--- src/rtl/disc_acq_controller_if.sv ---
// Bundle of host command, reader stream, RAM write port and status signals
// around the disc acquisition sequencer.
interface disc_acq_controller_if #(
  parameter int BITS      = 8,
  parameter int ADDR_BITS = 19
);
  // Host commands and reader stream. START/ABORT/FD_INDEX_IN/MDR_WRITE are
  // single-cycle qualifiers: an item counts in exactly the cycle its strobe
  // is high at the rising edge. There is no back-pressure; the controller
  // takes or drops every strobe in that cycle.
  logic                 START;
  logic                 ABORT;
  logic                 WAIT_INDEX;
  logic [7:0]           INDEX_COUNT;
  logic                 FD_INDEX_IN;
  logic [BITS-1:0]      MDR_DATA;
  logic                 MDR_WRITE;
  logic                 MDR_RUN;
  logic [ADDR_BITS-1:0] RAM_ADDR;
  logic [BITS-1:0]      RAM_DATA;
  logic                 RAM_WE;
  logic                 BUSY;
  logic                 WAITING;
  logic                 DONE;
  logic                 ABORTED;
  logic                 MEM_FULL;
  logic [7:0]           INDEX_SEEN;
  logic [ADDR_BITS:0]   LENGTH;
  logic [1:0]           DBG_STATE;

  modport master (
    output START, ABORT, WAIT_INDEX, INDEX_COUNT, FD_INDEX_IN, MDR_DATA, MDR_WRITE,
    input  MDR_RUN, RAM_ADDR, RAM_DATA, RAM_WE, BUSY, WAITING, DONE, ABORTED,
           MEM_FULL, INDEX_SEEN, LENGTH, DBG_STATE
  );

  modport slave (
    input  START, ABORT, WAIT_INDEX, INDEX_COUNT, FD_INDEX_IN, MDR_DATA, MDR_WRITE,
    output MDR_RUN, RAM_ADDR, RAM_DATA, RAM_WE, BUSY, WAITING, DONE, ABORTED,
           MEM_FULL, INDEX_SEEN, LENGTH, DBG_STATE
  );
endinterface

--- src/rtl/disc_acq_controller.sv ---
// Sequences one disc acquisition: arms on an index pulse, streams reader words
// into acquisition RAM and stops on index count, RAM full or abort.
module disc_acq_controller #(
  parameter int BITS      = 8,
  parameter int ADDR_BITS = 19
) (
  input logic                  CLOCK,
  input logic                  RESET,
  disc_acq_controller_if.slave bus
);
  typedef enum logic [1:0] {
    S_IDLE    = 2'd0,
    S_ARM     = 2'd1,
    S_ACQUIRE = 2'd2,
    S_DONE    = 2'd3
  } state_t;

  localparam logic [ADDR_BITS-1:0] ADDR_ONE  = {{(ADDR_BITS-1){1'b0}}, 1'b1};
  localparam logic [ADDR_BITS-1:0] ADDR_LAST = {ADDR_BITS{1'b1}};
  localparam logic [ADDR_BITS:0]   LEN_ONE   = {{ADDR_BITS{1'b0}}, 1'b1};

  state_t               r_state;
  state_t               w_next_state;
  logic [7:0]           r_index_count;
  logic [ADDR_BITS-1:0] r_addr;
  logic [ADDR_BITS-1:0] r_ram_addr;
  logic [BITS-1:0]      r_ram_data;
  logic                 r_ram_we;
  logic [ADDR_BITS:0]   r_length;
  logic [7:0]           r_index_seen;
  logic                 r_aborted;
  logic                 r_mem_full;

  logic w_idle_like;
  logic w_busy_state;
  logic w_start_ok;
  logic w_abort_ok;
  logic w_accept;
  logic w_idx_stop;
  logic w_full_stop;
  logic w_stop;
  logic w_mdr_run;
  logic w_busy;
  logic w_waiting;
  logic w_done;

  assign w_idle_like  = (r_state == S_IDLE) || (r_state == S_DONE);
  assign w_busy_state = (r_state == S_ARM) || (r_state == S_ACQUIRE);
  assign w_start_ok   = bus.START && w_idle_like;
  assign w_abort_ok   = bus.ABORT && w_busy_state;
  // ABORT wins over a write in the same cycle, so that write is dropped.
  assign w_accept     = (r_state == S_ACQUIRE) && bus.MDR_WRITE && !bus.ABORT;
  assign w_idx_stop   = (r_index_count != 8'd0) && bus.MDR_DATA[BITS-1] &&
                        ((r_index_seen + 8'd1) == r_index_count);
  assign w_full_stop  = (r_addr == ADDR_LAST);
  assign w_stop       = w_accept && (w_idx_stop || w_full_stop);

  always_ff @(posedge CLOCK) begin
    if (RESET) r_state <= S_IDLE;
    else       r_state <= w_next_state;
  end

  always_comb begin
    w_next_state = r_state;
    case (r_state)
      S_IDLE, S_DONE: begin
        if (bus.START) w_next_state = bus.WAIT_INDEX ? S_ARM : S_ACQUIRE;
      end
      S_ARM: begin
        if (bus.ABORT)            w_next_state = S_DONE;
        else if (bus.FD_INDEX_IN) w_next_state = S_ACQUIRE;
      end
      S_ACQUIRE: begin
        if (bus.ABORT || w_stop) w_next_state = S_DONE;
      end
      default: w_next_state = S_IDLE;
    endcase
  end

  always_comb begin
    w_mdr_run = 1'b0;
    w_busy    = 1'b0;
    w_waiting = 1'b0;
    w_done    = 1'b0;
    case (r_state)
      S_ARM:     begin w_busy = 1'b1; w_waiting = 1'b1; end
      S_ACQUIRE: begin w_busy = 1'b1; w_mdr_run = 1'b1; end
      S_DONE:    w_done = 1'b1;
      default:   ;
    endcase
  end

  // Datapath: the write port and counters move together on each accepted word.
  always_ff @(posedge CLOCK) begin
    if (RESET) begin
      r_index_count <= 8'd0;
      r_addr        <= '0;
      r_ram_addr    <= '0;
      r_ram_data    <= '0;
      r_ram_we      <= 1'b0;
      r_length      <= '0;
      r_index_seen  <= 8'd0;
      r_aborted     <= 1'b0;
      r_mem_full    <= 1'b0;
    end else begin
      r_ram_we <= 1'b0;
      if (w_start_ok) begin
        r_index_count <= bus.INDEX_COUNT;
        r_addr        <= '0;
        r_length      <= '0;
        r_index_seen  <= 8'd0;
        r_aborted     <= 1'b0;
        r_mem_full    <= 1'b0;
      end else if (w_abort_ok) begin
        r_aborted <= 1'b1;
      end else if (w_accept) begin
        r_ram_we   <= 1'b1;
        r_ram_addr <= r_addr;
        r_ram_data <= bus.MDR_DATA;
        r_addr     <= r_addr + ADDR_ONE;
        r_length   <= r_length + LEN_ONE;
        if (bus.MDR_DATA[BITS-1] && (r_index_seen != 8'hFF))
          r_index_seen <= r_index_seen + 8'd1;
        if (w_full_stop) r_mem_full <= 1'b1;
      end
    end
  end

  assign bus.MDR_RUN    = w_mdr_run;
  assign bus.BUSY       = w_busy;
  assign bus.WAITING    = w_waiting;
  assign bus.DONE       = w_done;
  assign bus.ABORTED    = r_aborted;
  assign bus.MEM_FULL   = r_mem_full;
  assign bus.RAM_ADDR   = r_ram_addr;
  assign bus.RAM_DATA   = r_ram_data;
  assign bus.RAM_WE     = r_ram_we;
  assign bus.INDEX_SEEN = r_index_seen;
  assign bus.LENGTH     = r_length;
  assign bus.DBG_STATE  = r_state;
endmodule
--- src/flat_wrapper.sv ---
// flat-port wrapper written by rule: the top's interface ports become plain ports
module disc_acq_controller_flat 
#(
  parameter int BITS      = 8,
  parameter int ADDR_BITS = 19
)
  (CLOCK, RESET, bus_START, bus_ABORT, bus_WAIT_INDEX, bus_INDEX_COUNT, bus_FD_INDEX_IN, bus_MDR_DATA, bus_MDR_WRITE, bus_MDR_RUN, bus_RAM_ADDR, bus_RAM_DATA, bus_RAM_WE, bus_BUSY, bus_WAITING, bus_DONE, bus_ABORTED, bus_MEM_FULL, bus_INDEX_SEEN, bus_LENGTH, bus_DBG_STATE);
  disc_acq_controller_if #(.BITS(BITS), .ADDR_BITS(ADDR_BITS)) bus_i ();
  input logic CLOCK;
  input logic RESET;
  input wire logic [$bits(bus_i.START)-1:0] bus_START;
  input wire logic [$bits(bus_i.ABORT)-1:0] bus_ABORT;
  input wire logic [$bits(bus_i.WAIT_INDEX)-1:0] bus_WAIT_INDEX;
  input wire logic [$bits(bus_i.INDEX_COUNT)-1:0] bus_INDEX_COUNT;
  input wire logic [$bits(bus_i.FD_INDEX_IN)-1:0] bus_FD_INDEX_IN;
  input wire logic [$bits(bus_i.MDR_DATA)-1:0] bus_MDR_DATA;
  input wire logic [$bits(bus_i.MDR_WRITE)-1:0] bus_MDR_WRITE;
  output wire logic [$bits(bus_i.MDR_RUN)-1:0] bus_MDR_RUN;
  output wire logic [$bits(bus_i.RAM_ADDR)-1:0] bus_RAM_ADDR;
  output wire logic [$bits(bus_i.RAM_DATA)-1:0] bus_RAM_DATA;
  output wire logic [$bits(bus_i.RAM_WE)-1:0] bus_RAM_WE;
  output wire logic [$bits(bus_i.BUSY)-1:0] bus_BUSY;
  output wire logic [$bits(bus_i.WAITING)-1:0] bus_WAITING;
  output wire logic [$bits(bus_i.DONE)-1:0] bus_DONE;
  output wire logic [$bits(bus_i.ABORTED)-1:0] bus_ABORTED;
  output wire logic [$bits(bus_i.MEM_FULL)-1:0] bus_MEM_FULL;
  output wire logic [$bits(bus_i.INDEX_SEEN)-1:0] bus_INDEX_SEEN;
  output wire logic [$bits(bus_i.LENGTH)-1:0] bus_LENGTH;
  output wire logic [$bits(bus_i.DBG_STATE)-1:0] bus_DBG_STATE;
  assign bus_i.START = bus_START;
  assign bus_i.ABORT = bus_ABORT;
  assign bus_i.WAIT_INDEX = bus_WAIT_INDEX;
  assign bus_i.INDEX_COUNT = bus_INDEX_COUNT;
  assign bus_i.FD_INDEX_IN = bus_FD_INDEX_IN;
  assign bus_i.MDR_DATA = bus_MDR_DATA;
  assign bus_i.MDR_WRITE = bus_MDR_WRITE;
  assign bus_MDR_RUN = bus_i.MDR_RUN;
  assign bus_RAM_ADDR = bus_i.RAM_ADDR;
  assign bus_RAM_DATA = bus_i.RAM_DATA;
  assign bus_RAM_WE = bus_i.RAM_WE;
  assign bus_BUSY = bus_i.BUSY;
  assign bus_WAITING = bus_i.WAITING;
  assign bus_DONE = bus_i.DONE;
  assign bus_ABORTED = bus_i.ABORTED;
  assign bus_MEM_FULL = bus_i.MEM_FULL;
  assign bus_INDEX_SEEN = bus_i.INDEX_SEEN;
  assign bus_LENGTH = bus_i.LENGTH;
  assign bus_DBG_STATE = bus_i.DBG_STATE;
  disc_acq_controller #(.BITS(BITS), .ADDR_BITS(ADDR_BITS)) u_core (.CLOCK(CLOCK), .RESET(RESET), .bus(bus_i));
endmodule
--- config.mk ---
export PLATFORM = sky130hd
export DESIGN_NAME = disc_acq_controller_flat
export DESIGN_NICKNAME = d
export VERILOG_FILES = /design/src/rtl/disc_acq_controller_if.sv /design/src/rtl/disc_acq_controller.sv /design/src/flat_wrapper.sv
export SDC_FILE = /design/constraint.sdc
export NUM_CORES = 1
export LEC_CHECK = 0
export CAP_MARGIN = 20
export CORE_ASPECT_RATIO = 0.5
export CORE_MARGIN = 10
export CORE_UTILIZATION = 54
export DETAILED_ROUTE_END_ITERATION = 12
export GPL_TIMING_DRIVEN = 0
export HOLD_SLACK_MARGIN = 0.02
export PLACE_DENSITY = 0.94
export SLEW_MARGIN = 20
export SYNTH_ARGS = -nofsm -noshare
export SYNTH_HDL_FRONTEND = slang
export SYNTH_SLANG_ARGS = --single-unit
--- constraint.sdc ---
create_clock -name CLOCK -period 5.1 [get_ports CLOCK]
set_clock_uncertainty 0.05 [all_clocks]
set_input_delay 1.275 -clock CLOCK [delete_from_list [all_inputs] [get_ports CLOCK]]
set_output_delay 1.275 -clock CLOCK [all_outputs]
set_load 0.03 [all_outputs]
Word level (Yosys, flattened, before mapping)
Cells that the tools add are included.

word-level totals
  register bits = 87
  bits in latches = 0
  bits in writable memories = 0
  ROM bits = 0
  output and inout port bits = 64
  logic and storage cells = 59
  memories = 0

operators by class
  $add $sub $neg = 3
  $mul = 0
  divide/modulo/power cells = 0
  order comparisons = 0
  eq/ne operators = 9
  shift operators = 0
  multiplexer cells = 11
  bitwise gates (word level) = 2
  reduce and logical (&&, ||, !) cells = 24

operator list
  cell                   number
  $add 20x1->20 const B  1
  $add 19x1->19 const B  1
  $eq 19x19->1 const B   1
  $reduce_and 3->1       4
  $mux 2                 5
  $add 8x1->8 const B    1
  $eq 8x8->1             1
  $logic_and 1x1->1      8
  $ne 8x8->1 const B     1
  $reduce_bool 8->1      1
  $pmux 2 s3             1
  $reduce_or 2->1        3
  $mux 1                 5
  $eq 2x2->1 const B     2
  $logic_or 1x1->1       4
  $ne 2x2->1 const B     2
  $ne 3x3->1 const B     1
  $reduce_or 3->1        1
  $eq 2x1->1 const B     1
  $logic_not 2->1        1
  $not 1->1              2
  $reduce_and 2->1       1
  $logic_not 1->1        1

Longest topological paths before layout
Gate-level depths: netlist of run 1.

  depth after elaboration = 8
  gate-level depth with buffers = 9
  mapped depth without buffers = 8

Least setup slack after synthesis of run 1
OpenSTA, ideal clock, no wires.

  path kind = input -> register
  from = in bus_ABORT
  to = reg u_core.r_state[1], in the netlist u_core.bus.DBG_STATE[1]
  arrival time = 2.481 ns
  path slack = 2.481 ns
  cell stages on the path = 6
  cell sequence = nand4b_2 -> nor4_4 -> and4_1 -> o31a_4 -> nor3_2 -> a311oi_2

between the ends
  longest elaborated chain between the ends = 6
  elaborated cells on any way between the ends = 9

ends and longest elaborated chain
  item                               RTL line                   source
  start: declaration                 flat_wrapper.sv:12         input wire logic [$bits(bus_i.ABORT)-1:0] bus_ABORT;
  $logic_not 1->1                    disc_acq_controller.sv:52  assign w_accept = (r_state == S_ACQUIRE) && bus.MDR_WRITE && !bus.ABORT;
  $logic_and 1x1->1                  disc_acq_controller.sv:52
  $logic_and 1x1->1                  disc_acq_controller.sv:56  assign w_stop = w_accept && (w_idx_stop || w_full_stop);
  $logic_or 1x1->1                   disc_acq_controller.sv:74  if (bus.ABORT || w_stop) w_next_state = S_DONE;
  $ne 2x2->1 (no source line)        -
  $reduce_and 3->1 (no source line)  -
  end signal: assignment             disc_acq_controller.sv:60  else r_state <= w_next_state;
  end: declaration                   disc_acq_controller.sv:22  state_t r_state;

Parallel ways exist; a longest one is shown, timed or not.
A chain may end at the register's enable or synchronous reset.

Final worst setup path of run 1
  from = reg u_core.r_state[0], in the netlist u_core.bus.DBG_STATE[0]
  to = out bus_BUSY

between the ends
  longest elaborated chain between the ends = 3
  elaborated cells on any way between the ends = 4

ends and longest elaborated chain
  item                                      RTL line                   source
  $eq 2x2->1 or $eq 2x1->1 (tied branches)  disc_acq_controller.sv:85  case (r_state)
  $reduce_or 2->1 (no source line) *        -
  $mux 1 *                                  disc_acq_controller.sv:85
  end: declaration                          flat_wrapper.sv:22         output wire logic [$bits(bus_i.BUSY)-1:0] bus_BUSY;

Every way passes the cells marked *; elsewhere a longest branch is shown, timed or not.

==> results.toml, run 1 <==
[drt]
drt-initial-drc-count = 214
antenna_left = 0
wirelength_um = 10280
vias = 3496
dr.pass1.iters = 5
vias_per_cell = 5.429
drc = 0
wl_per_cell_um = 15.96

[power_and_ir_drop]
pwr_density_cell_nw_per_um2 = 353.7
p_sw_share_pct = 32.32
leakagePower_nw = 1.784
power_frac_clock_pct = 33.1
internal_power_w = 0.001204
peakVddDrop_mv = 0.2289
p_sw_w = 0.0005748
p_comb_share_pct = 25.0
pwr-share-seq_pct = 41.9

[setup_path]
critPathMaxFanout = 6
worstReg2RegStart = "u_core.bus.DBG_STATE[0]"
reg2reg_to = "u_core.r_addr[6]"
end_kind = "output port"
critPathRequiredTime_ps = 3770
ff2ff_setup_slack_ps = 2450
path_buf_inv = 3
critPathMostFrequentCell = "inv_1"
critical_path.cell_chain = "inv_1, ha_1, inv_1, clkdlybuf4s50_1"
cpPeakStageDelay_ps = 690
path_class = "reg2out"
critPathTopFamily = "buffers and inverters"
r2r.worst_path.cells = 8
cp.arrival_ps = 2100
worstSetupStartpointType = "flop"
slowest_stage = "clkdlybuf4s50_1"

[final_layout]
regArea_um2 = 1742
fin_cells = 644
nFillCells = 451
area_delta_synth_final_pct = 32.51
layout.nets = 577
multi_input_area_um2 = 1937
antenna_cells = 0
drive_above_1_share_pct = 5.072

[hold_path]
hold_start = "u_core.bus.RAM_DATA[1]"
hold_path_end = "u_core.bus.RAM_DATA[1]"
hold_path.class = "reg2reg"
min_path_cells = 2

[timing]
post-route-period-util_pct = 67.16
rsz0062_at_grt = "no"
period_needed_ps = 3425
setup_viol = 0
tns_ps = 0
clock.fmax_mhz = 291.9
hold_viol = 0
tightest_slew_ps = 563.0
fin_ws_ps = 1675
drv_slew = 0
max-slew-margin-rel_pct = 62.47

[run_status]
status = "complete, no violations"

[synthesis]
ys_warn_count = 0
synth.cell_area_um2 = 3795
synth_most_common_cell = "nand2_1"
ys_seq_elements = 87
synthFlopType = "dfxtp_1"
ys_seq_area_share_pct = 45.90
yosys.cell_types.count = 49
syn_nets = 480
synthCells = 451
netlist_top_cells_count = "nand2_1 (92), dfxtp_1 (87), nor2_1 (59)"
yosysTopAreaCell = "dfxtp_1"
synth_edf_count = 0
async_flop_share_pct = 0
syn_avg_cell_area_um2 = 8.414
synth_top_area_share_pct = 45.90
synth.area.top_cells = "dfxtp_1 (46%), nand2_1 (9.1%), xor2_1 (7.6%)"

[die]
chipHeight_um = 79.28
start_util_pct = 56.20
pin_count = 87
dieArea_um2 = 10980
die_w_um = 138.6
rows = 21
core_um2 = 6753

[global_routing]
grt_pass1_wl_um = 17010
track_usage_pct = 18.68
grt_max_degree = 14
grt_pass1_vias = 3349
antenna_found_initial = 0
grt_overflow = 0

[flow_run]
max_cap_viol_count = 0

[cts]
cts_num_sinks = 87
cts_buffer_depth = 2
numCtsBuffers = 9
insertion_delay_ps = 350
ctsHoldBuffers = 0
htree_levels = 3
postCtsSetupBuffers = 0
cts.repair.resized = 0
cts_tree = "built"
root_buffer = "clkbuf_16"
path_clk_slew_ps = 60

[placement]
port_buffers = 86
gp_congestion = 0.8368
dp.cells = 629
place_ws_ps = 1601
dp.final_hpwl_um = 7349
[state kept, by name (all words and copies together), names as in the netlist]
name	cells
u_core.bus.INDEX_SEEN	8
u_core.bus.RAM_ADDR	19
u_core.r_addr	19
u_core.bus.ABORTED	1
u_core.bus.RAM_WE	1
u_core.bus.MEM_FULL	1
u_core.bus.LENGTH	20
u_core.r_index_count	8
u_core.bus.RAM_DATA	8
u_core.bus.DBG_STATE	2
[final cells by class]
class / count / area share [%]
Tap cell: 92 / 2.289
Inverter: 7 / 0.5225
Timing Repair Buffer: 86 / 17.12
Buffer: 21 / 1.791
Multi-Input combinational cell: 336 / 38.52
Clock inverter: 3 / 0.4230
Sequential cell: 87 / 34.64
Clock buffer: 12 / 4.703
[kinds of logic (layout without fill, tap and decap cells)]
| group | after synthesis | in the layout | share of synthesized area, % |
|---|---|---|---|
| AO/OA/AOI/OAI | 61 | 61 | 9.891 |
| multiplexers | 5 | 5 | 1.352 |
| AND/OR/NAND/NOR | 219 | 219 | 27.43 |
| flip-flops | 87 | 87 | 45.90 |
| buffers and inverters | 28 | 129 | 3.066 |
| XOR/XNOR | 45 | 45 | 10.39 |
| adder cells (fa/ha/maj) | 6 | 6 | 1.978 |
[power by group through the flow]
stage | clock network (W) | registers (W) | logic, W
after floorplan | 0 | 0.000781 | 0.000260
after global placement | 0 | 0.000756 | 0.000423
after detailed placement | 0 | 0.000757 | 0.000433
after CTS | 0.000595 | 0.000744 | 0.000442
after global routing | 0.000629 | 0.000748 | 0.000476
final | 0.000589 | 0.000745 | 0.000445
[per-stage QoR]
stage / hold slack [ps] / cell area (um^2) / total power [W] / utilization [%]
floorplan: 402.6 / 3795 / 0.001041 / -
global placement: 391.5 / 4771 / 0.001179 / 70.65
detailed placement: 397.0 / 4771 / 0.001190 / 70.65
CTS: 405.2 / 5029 / 0.001781 / 74.47
global route: 427.0 / 5029 / 0.001853 / 74.47
finish: 401.7 / 5029 / 0.001778 / 74.47
[worst min-delay path, delay by kind of cell, from the launching register on]
| kind | cells | cell delay, ps |
|---|---|---|
| flip-flops | 1 | 300 |
| AO/OA/AOI/OAI | 1 | 50 |
| AND/OR/NAND/NOR | 1 | 50 |
[worst max-delay path by stage]
stage	end	cells past startpoint	start
final	bus_BUSY	4	u_core.bus.DBG_STATE[0]
after global routing	bus_BUSY	4	u_core.bus.DBG_STATE[0]
after CTS	bus_BUSY	4	u_core.bus.DBG_STATE[0]
after detailed placement	u_core.bus.RAM_DATA[0]	7	bus_ABORT
after global placement	u_core.bus.RAM_ADDR[18]	7	bus_ABORT
after floorplan	u_core.bus.DBG_STATE[1]	6	bus_ABORT
[metal layers]
metal | global-route usage, % | vias to the layer above | share of wire (%)
li1 | - | 1705 | -
met1 | 20.69 | 1656 | 42
met2 | 32.43 | 108 | 50
met3 | 6.473 | 27 | 5.9
met4 | 8.159 | 0 | 2.8
met5 | 0 | - | 0
[placed cells by master (no fill, tap or decap), drive strengths merged, types with 2 or more instances in the layout]
cell,Yosys,routed
clkdlybuf4s50,0,86
and3,7,7
clkbuf,15,27
nand2b,4,4
o21ai,3,3
and4,5,5
nand4b,2,2
a311oi,2,2
a31oi,5,5
and2,4,4
xnor2,12,12
nor4,4,4
nand3,16,16
nand2,92,92
o211ai,3,3
buf,6,6
nand4,12,12
ha,6,6
nor3,6,6
inv,7,7
xor2,33,33
a21oi,41,41
clkinv,0,2
or3,2,2
nor2,59,59
mux2i,4,4
dfxtp,87,87
Note: power is estimated with default switching activity, not from simulation.
==> run 2: changes to the inputs <==
--- a/config.mk
+++ b/config.mk
@@ -8,11 +8,11 @@
 export CAP_MARGIN = 20
 export CORE_ASPECT_RATIO = 0.5
 export CORE_MARGIN = 10
-export CORE_UTILIZATION = 54
+export CORE_UTILIZATION = 50
 export DETAILED_ROUTE_END_ITERATION = 12
 export GPL_TIMING_DRIVEN = 0
 export HOLD_SLACK_MARGIN = 0.02
-export PLACE_DENSITY = 0.94
+export PLACE_DENSITY = 0.89
 export SLEW_MARGIN = 20
 export SYNTH_ARGS = -nofsm -noshare
 export SYNTH_HDL_FRONTEND = slang
==> constraint.sdc (replaced) <==
create_clock -name CLOCK -period 3.54 [get_ports CLOCK]
set_clock_uncertainty 0.05 [all_clocks]
set_input_delay 0.885 -clock CLOCK [delete_from_list [all_inputs] [get_ports CLOCK]]
set_output_delay 0.885 -clock CLOCK [all_outputs]
set_load 0.03 [all_outputs]
==> run 2 against run 1 <==
Compared with the run above: critical path depth unchanged; non-clock buffer count is the same; sequential power up 44%; setup slack lost 1100 ps; clock-buffer cell count increased by 2; largest power group unchanged; highest routed layer unchanged.
==> results.toml, run 2 (same netlist as run 1, synthesis figures left out) <==
[run_status]
status = "complete, no violations"

[cts]
numCtsBuffers = 9
ctsHoldBuffers = 0
cts_num_sinks = 87
path_clk_slew_ps = 60
htree_levels = 3
insertion_delay_ps = 350
postCtsSetupBuffers = 0
cts_buffer_depth = 2
root_buffer = "clkbuf_16"
cts.repair.resized = 0
cts_tree = "built"

[drt]
wl_per_cell_um = 15.89
vias = 3433
drc = 0
antenna_left = 0
drt-initial-drc-count = 222
dr.pass1.iters = 5
wirelength_um = 10310
vias_per_cell = 5.290

[global_routing]
grt_use_met1_pct = 19.52
antenna_found_initial = 0
grt_pass1_vias = 3236
grt_max_degree = 14
track_usage_pct = 17.53
top_usage_layer = "met2"
use_met2_pct = 31.82
met3_usage_pct = 4.951
grt_overflow = 0
grt_pass1_wl_um = 16270

[setup_path]
cp.arrival_ps = 2050
critPathMaxFanout = 6
path_buf_inv = 3
critPathTopFamily = "buffers and inverters"
critPathMostFrequentCell = "inv_1"
critPathRequiredTime_ps = 2600
slowest_stage = "clkdlybuf4s50_1"
critical_path.cell_chain = "inv_1, ha_1, inv_1, clkdlybuf4s50_1"
cpPeakStageDelay_ps = 690
path_class = "reg2out"
worstSetupStartpointType = "flop"
end_kind = "output port"

[timing]
hold_viol = 0
period_needed_ps = 2983
tightest_slew_ps = 608.6
tns_ps = 0
max-slew-margin-rel_pct = 59.43
drv_slew = 0
clock.fmax_mhz = 335.3
post-route-period-util_pct = 84.26
setup_viol = 0
rsz0062_at_grt = "no"

[final_layout]
largest_reg_flops = 20
layout.nets = 577
drive_above_1_share_pct = 5.425
area_delta_synth_final_pct = 34.06
nFillCells = 552
layout_common_cells = "nand2_1 (92), dfxtp_1 (87), clkdlybuf4s50_1 (86)"
layout_commonest_cell = "nand2_1"
antenna_cells = 0
fin_cells = 649

[placement]
gp_congestion = 0.8720
port_buffers = 86
dp.final_hpwl_um = 7360
dp.cells = 633

[flow_run]
max_cap_viol_count = 0

[die]
die_w_um = 143.2
rows = 22
start_util_pct = 51.63
pin_count = 87
core_um2 = 7350
dieArea_um2 = 11690
chipHeight_um = 81.61

[power_and_ir_drop]
pwr_density_cell_nw_per_um2 = 529.4
peakVddDrop_mv = 0.3731
leakagePower_nw = 1.811

[hold_path]
hold_path.class = "reg2reg"
run 2: final timing paths:
kind | start | end | slack (ps) | cells after the start
max | u_core.bus.DBG_STATE[0] | bus_BUSY | 560 | 4
min reg2reg | u_core.bus.RAM_DATA[6] | u_core.bus.RAM_DATA[6] | 400 | 2
max reg2reg | u_core.bus.DBG_STATE[0] | u_core.r_addr[5] | 930 | 8
min | u_core.bus.RAM_DATA[6] | u_core.bus.RAM_DATA[6] | 400 | 2
run 2: through the flow:
step | hold WS [ps] | worst slack (ps) | power (W) | cell area, um^2 | utilization (%)
after floorplan | 402.6 | 1097 | 0.001500 | 3795 | -
after global placement | 391.7 | 425.3 | 0.001703 | 4776 | 64.98
after detailed placement | 397.1 | 368.0 | 0.001719 | 4776 | 64.98
after CTS | 405.0 | 562.9 | 0.002691 | 5087 | 69.22
after global routing | 423.1 | 491.9 | 0.002796 | 5087 | 69.22
final | 402.6 | 557.2 | 0.002693 | 5087 | 69.22
run 2: final cells by class:
type,count,area [um^2],share of cell area (%)
repair buffers,86,860.8,16.92
inverters,7,26.28,0.5165
flip-flops and latches,87,1742,34.24
clock buffers,14,274.0,5.386
clock inverters,2,37.54,0.7378
plain buffers,21,90.09,1.771
multi-input cells,336,1937,38.07
well taps,96,120.1,2.361
run 2: power by group:
| group | switching, W | total, W | leakage [nW] | internal (W) |
|---|---|---|---|---|
| Sequential | 0.0000498 | 0.00107 | 0.702 | 0.00102 |
| Clock | 0.000376 | 0.000981 | 0.149 | 0.000605 |
| Combinational | 0.000401 | 0.000640 | 0.959 | 0.000239 |
run 2: metal layers:
layer	wire (um)	share of wire [%]	vias to the layer above
met5	0	0	-
met4	181	1.8	0
met3	560	5.4	16
met2	5262	51	88
met1	4307	42	1619
li1	-	-	1710
run 2: tightest hold or removal path: cells and delay by family (launching register included):
family,cells,cell delay (ps)
and+or+nand+nor,1,50
AOI/OAI and AO/OA,1,50
DFF,1,300
